**src/rtl/div_pkg.sv**
```systemverilog
// Shared definitions for the iterative divider: op codes, FSM states and
// the constants used by the special-case results.
package div_pkg;

  localparam int XLEN     = 32;
  localparam int DIV_ITER = 32;

  localparam logic [31:0] DIV_ZERO_Q = 32'hFFFF_FFFF;
  localparam logic [31:0] INT_MIN    = 32'h8000_0000;

  localparam logic [1:0] DIV_OP_DIV  = 2'b00;
  localparam logic [1:0] DIV_OP_DIVU = 2'b01;
  localparam logic [1:0] DIV_OP_REM  = 2'b10;
  localparam logic [1:0] DIV_OP_REMU = 2'b11;

  typedef enum logic [1:0] {
    S_IDLE = 2'b00,
    S_CALC = 2'b01,
    S_DONE = 2'b10
  } div_state_e;

  function automatic logic [31:0] abs_val(input logic [31:0] v);
    return v[31] ? (~v + 32'd1) : v;
  endfunction

endpackage

```
**src/rtl/div_step.sv**
```systemverilog
// One restoring-division iteration: shift in the next dividend bit and
// subtract the divisor if it fits.
module div_step #(
  parameter int XLEN = 32
) (
  input  logic [XLEN-1:0] rem_in,
  input  logic            dvd_msb,
  input  logic [XLEN-1:0] dvs,
  output logic [XLEN-1:0] rem_out,
  output logic            q_bit
);

  logic [XLEN:0] trial;
  logic [XLEN:0] diff;

  // The trial keeps rem_in's top bit so divisors above 2^(XLEN-1) still work.
  assign trial   = {rem_in, dvd_msb};
  assign diff    = trial - {1'b0, dvs};
  assign q_bit   = (trial >= {1'b0, dvs});
  assign rem_out = q_bit ? diff[XLEN-1:0] : trial[XLEN-1:0];

endmodule

```
**src/rtl/div_sequencer.sv**
```systemverilog
// Multi-cycle DIV/DIVU/REM/REMU controller: 32 restoring iterations on
// magnitudes, sign fix-up at the end, start/busy/done handshake.
module div_sequencer #(
  parameter int XLEN  = 32,
  parameter int CNT_W = 6
) (
  input  logic            clk,
  input  logic            rst,
  input  logic            start,
  input  logic [1:0]      op,
  input  logic [XLEN-1:0] a,
  input  logic [XLEN-1:0] b,
  input  logic            flush,
  output logic            busy,
  output logic            done,
  output logic [XLEN-1:0] result
);

  import div_pkg::*;

  div_state_e state, state_nx;

  logic [1:0]      op_q;
  logic            a_neg, b_neg;
  logic [XLEN-1:0] rem, dvd, dvs;
  logic [CNT_W-1:0] cnt;

  logic            in_signed, b_zero, overflow, special, accept, last_iter;
  logic [XLEN-1:0] rem_nx, quot_fin, special_res, fixed_res;
  logic            q_bit;

  assign in_signed = ~op[0];
  assign b_zero    = (b == '0);
  assign overflow  = in_signed && (a == INT_MIN) && (b == '1);
  assign special   = b_zero || overflow;
  assign accept    = (state == S_IDLE) && start && !flush;
  assign last_iter = (cnt == CNT_W'(DIV_ITER - 1));

  div_step #(.XLEN(XLEN)) u_step (
    .rem_in  (rem),
    .dvd_msb (dvd[XLEN-1]),
    .dvs     (dvs),
    .rem_out (rem_nx),
    .q_bit   (q_bit)
  );

  // Dividend bits shift out the top while quotient bits fill in from below.
  assign quot_fin = {dvd[XLEN-2:0], q_bit};

  always_comb begin
    special_res = '0;
    if (b_zero)
      special_res = op[1] ? a : DIV_ZERO_Q;
    else
      special_res = op[1] ? '0 : INT_MIN;
  end

  always_comb begin
    fixed_res = op_q[1] ? rem_nx : quot_fin;
    if (!op_q[0]) begin
      if (op_q[1] && a_neg)
        fixed_res = -rem_nx;
      else if (!op_q[1] && (a_neg ^ b_neg))
        fixed_res = -quot_fin;
    end
  end

  always_ff @(posedge clk) begin
    if (rst)
      state <= S_IDLE;
    else
      state <= state_nx;
  end

  always_comb begin
    state_nx = state;
    busy     = 1'b0;
    done     = 1'b0;
    unique case (state)
      S_IDLE: begin
        if (accept)
          state_nx = special ? S_DONE : S_CALC;
      end
      S_CALC: begin
        busy = 1'b1;
        if (flush)
          state_nx = S_IDLE;
        else if (last_iter)
          state_nx = S_DONE;
      end
      S_DONE: begin
        busy     = 1'b1;
        done     = !flush;
        state_nx = S_IDLE;
      end
      default: state_nx = S_IDLE;
    endcase
  end

  // Datapath: operands are captured once on accept; later input changes are ignored.
  always_ff @(posedge clk) begin
    if (rst) begin
      op_q   <= '0;
      a_neg  <= 1'b0;
      b_neg  <= 1'b0;
      rem    <= '0;
      dvd    <= '0;
      dvs    <= '0;
      cnt    <= '0;
      result <= '0;
    end else if (accept) begin
      op_q  <= op;
      a_neg <= in_signed & a[XLEN-1];
      b_neg <= in_signed & b[XLEN-1];
      dvd   <= in_signed ? abs_val(a) : a;
      dvs   <= in_signed ? abs_val(b) : b;
      rem   <= '0;
      cnt   <= '0;
      if (special)
        result <= special_res;
    end else if (state == S_CALC && !flush) begin
      rem <= rem_nx;
      dvd <= quot_fin;
      cnt <= cnt + 1'b1;
      if (last_iter)
        result <= fixed_res;
    end
  end

endmodule
```
**config.mk**
```make
export PLATFORM = sky130hd
export DESIGN_NAME = div_sequencer
export DESIGN_NICKNAME = d
export VERILOG_FILES = /design/src/rtl/div_pkg.sv /design/src/rtl/div_step.sv /design/src/rtl/div_sequencer.sv
export SDC_FILE = /design/constraint.sdc
export NUM_CORES = 1
export LEC_CHECK = 0
export ABC_CLOCK_PERIOD_IN_PS = 10150
export CAP_MARGIN = 20
export CORE_AREA = 2 2 211 130
export CTS_CLUSTER_DIAMETER = 80
export DETAILED_ROUTE_END_ITERATION = 6
export DIE_AREA = 0 0 213 132
export SETUP_SLACK_MARGIN = 0.1
export SLEW_MARGIN = 5
export SYNTH_ARGS = -nofsm -noshare
export SYNTH_HDL_FRONTEND = slang
export SYNTH_HIERARCHICAL = 1
export SYNTH_SLANG_ARGS = --single-unit
```
**constraint.sdc**
```tcl
create_clock -name clk -period 10.15 [get_ports clk]
set_clock_uncertainty 0.2 [all_clocks]
set_input_delay 2.03 -clock clk [delete_from_list [all_inputs] [get_ports clk]]
set_output_delay 2.03 -clock clk [all_outputs]
set_load 0.01 [all_outputs]
```
==> out/summary.txt <==
Die span in y - 132 um
Mapped cell area - 0.0112 mm^2
Min Tclk post-route - 6090 ps
Syn avg cell area - 7.57 um^2
Largest net degree at the start of global routing - 64
H-Tree Level Count - 4
Max FO, Critical Path - 32
First-pass detailed-route iteration total - 7
Synth Flop Type - dfxtp_1
Grt total ovfl - 0
Slew HR - 29.3%
Leakage - 4.72 nW
Endpoints failing setup - 0
Via count - 11609
Min-delay worst type - flip-flop to flip-flop
Root buffer cell - clkbuf_16
Worst Setup EP - result[26]
Post_cts resized - 0
Total of max-cap violations - 0
RSZ-0062 raised after global routing - no
GR Layer Usage met2 - 36.1%
# Post-CTS Setup Buffers - 0
CP required - 10250 ps
Die width - 213 um
Most frequent cells in the layout - nor2_1, nand2_1, dfxtp_1, a21oi_1, clkdlybuf4s50_1
Crit. End Element - flip-flop
Reg2reg setup slack - 4060 ps
Post-route DRC - 0
WL/cell - 21.2 um
IO buf count - 103
Async set-reset flop share out of synthesis - 0%
Met3 Use GR - 6.60%
Synth-to-Final Area Change - 16.4%
Non-Filler Instances - 1877
Commonest non-fill, non-tap cell in the layout - nor2_1
Pwr Density - 169 mW/mm^2
CTS Buf Count - 17
Final ANT Viol Nets - 0
FMAX - 0.164 GHz
Initial antenna violation count - 0
I/O pin cnt - 104
Register area - 0.00280 mm^2
Status - complete, no violations
# clock sinks - 140
DR iter-0 viols - 1459
Final Hold Fails - 0
End of the worst register-to-register path - result[26]
Synthesized instance count - 1473
Met1 GRT Util - 45.7%
Final HPWL DP - 29800 um
Tightest Pin Transition - 1060 ps
Tcrit/Tclk final - 60.0%
Peak supply drop - 0.109 mV
Yosys top cell area share - 25.1%
Clock Pin Slew Worst Setup and Hold Paths - 60 ps
Nets - 1616
Hold slack - 277 ps
# rows - 46
Reg2Reg Depth - 18
Area leader, netlist - dfxtp_1
Worst Setup SP - dvs[11]
Largest cells by area after synthesis - dfxtp_1, xnor2_1, nor2_1
Worst setup SP type - flip-flop
Routed WL - 39800 um
Synthesized net count - 1585
Max Buffers Root-to-Sink - 2
Initial core utilization - 42.8%
Vias in the first global route - 10265
Post-synth cell types - 84
Filler cells - 2572
Number of synthesized flops with an enable pin - 0
# placed instances - 1845
CTS tree - yes
TNS Setup - 0 ps
Reg2Reg Launch Point - dvs[11]
Final design utilization - 49.8%
Setup CP Type - flip-flop to flip-flop
GRT busiest layer - met1
Die area - 0.0281 mm^2
Post-synthesis sequential element count - 140
Worst skew pair latency - 460 ps
Register area share after synthesis - 25.1%
Post-DR vias/cell - 6.18
GRT Overall Usage - 28.2%
Area of the multi-input gates - 0.00770 mm^2
Data arrival at the endpoint of the critical path - 6190 ps
Max-slew violation count - 0
Yosys warnings - 6
Number of inserted diodes - 0
GPL Wtd Cong - 0.946
First-pass GRT wire length - 61300 um
Layout cells sized above 1 - 7.05%
Hold bufs inserted after CTS - 0
Core area - 0.0261 mm^2
==> worst min path at each step <==
stage | start | to | slack, ps | cells after the start
global route | rem[22] | rem[22] | 300 | 2
finish | rem[17] | rem[17] | 280 | 2
CTS | rem[18] | rem[18] | 280 | 2
global placement | dvs[31] | dvs[31] | 260 | 1
floorplan | dvs[0] | dvs[0] | 240 | 2
detailed placement | rem[18] | rem[18] | 270 | 2
==> logic make-up (layout without fill, tap and decap cells) <==
kind of cell	Yosys count	after routing	synth area share [%]
AND/OR/NAND/NOR	536	536	23.4
AO/OA/AOI/OAI	393	393	24.2
buffers and inverters	168	212	5.98
flip-flops	140	140	25.1
XOR/XNOR	139	139	10.9
multiplexers	55	55	5.59
adder cells (fa/ha/maj)	42	42	4.78
==> metal layers <==
| metal | vias up | wire length (um) | share of wire [%] |
|---|---|---|---|
| met3 | 30 | 4020 | 10 |
| met5 | - | 0 | 0 |
| met4 | 0 | 435 | 1.1 |
| li1 | 5445 | - | - |
| met1 | 5564 | 20300 | 51 |
| met2 | 570 | 15000 | 38 |
==> cell type report <==
cell class	count	share of cell area (%)
repair buffers	117	8.73
clock buffers	22	3.58
clock inverters	10	1.45
multi-input cells	1165	59.3
inverters	63	1.82
well taps	360	3.47
flip-flops and latches	140	21.6
==> Yosys cell counts (18+ instances only) <==
cell and instances:
nor2_1 168, nand2_1 148, dfxtp_1 140, a21oi_1 107, clkbuf_1 84, xnor2_1 83, o21ai_0 63, inv_1 62
xor2_1 56, nor3_1 42, ha_1 41, a211oi_1 35, a222oi_1 27, nand4_1 26, mux2i_1 24, nand3_1 24
nor4_1 24, mux2_2 22, a311oi_1 18, o22ai_1 18
==> critical path: stages (launching register included) <==
cell and delay, ps:
dfxtp_1 330, inv_1 50, ha_1 410, nand4_1 210
nor3_1 440, o211ai_1 190, nor4b_4 190, o21ai_2 180
a31oi_4 130, o21a_4 270, inv_2 620, mux2_2 480
nor4_1 780, nand3_1 370, o41ai_1 490, xor2_1 180
o22ai_1 90, a211oi_1 240, nor3_1 80
==> flip-flops by register name, indices dropped and copies added (netlist names) <==
register  count
rem          32
b_neg         1
dvs          32
state         2
a_neg         1
op_q          2
result       32
dvd          32
cnt           6
==> report_power, final <==
| group | switching, mW | internal [mW] |
|---|---|---|
| Clock | 0.262 | 0.449 |
| Combinational | 0.540 | 0.332 |
| Sequential | 0.0374 | 0.577 |
==> metrics by stage <==
stage | area [um^2] | total power, mW | worst slack, ps
floorplan | 11200 | 1.23 | 5320
global placement | 12300 | 1.47 | 4150
detailed placement | 12300 | 1.47 | 4040
CTS | 13000 | 2.18 | 4220
global route | 13000 | 2.30 | 3760
finish | 13000 | 2.20 | 4060
Note: power is estimated with default switching activity, not from simulation.
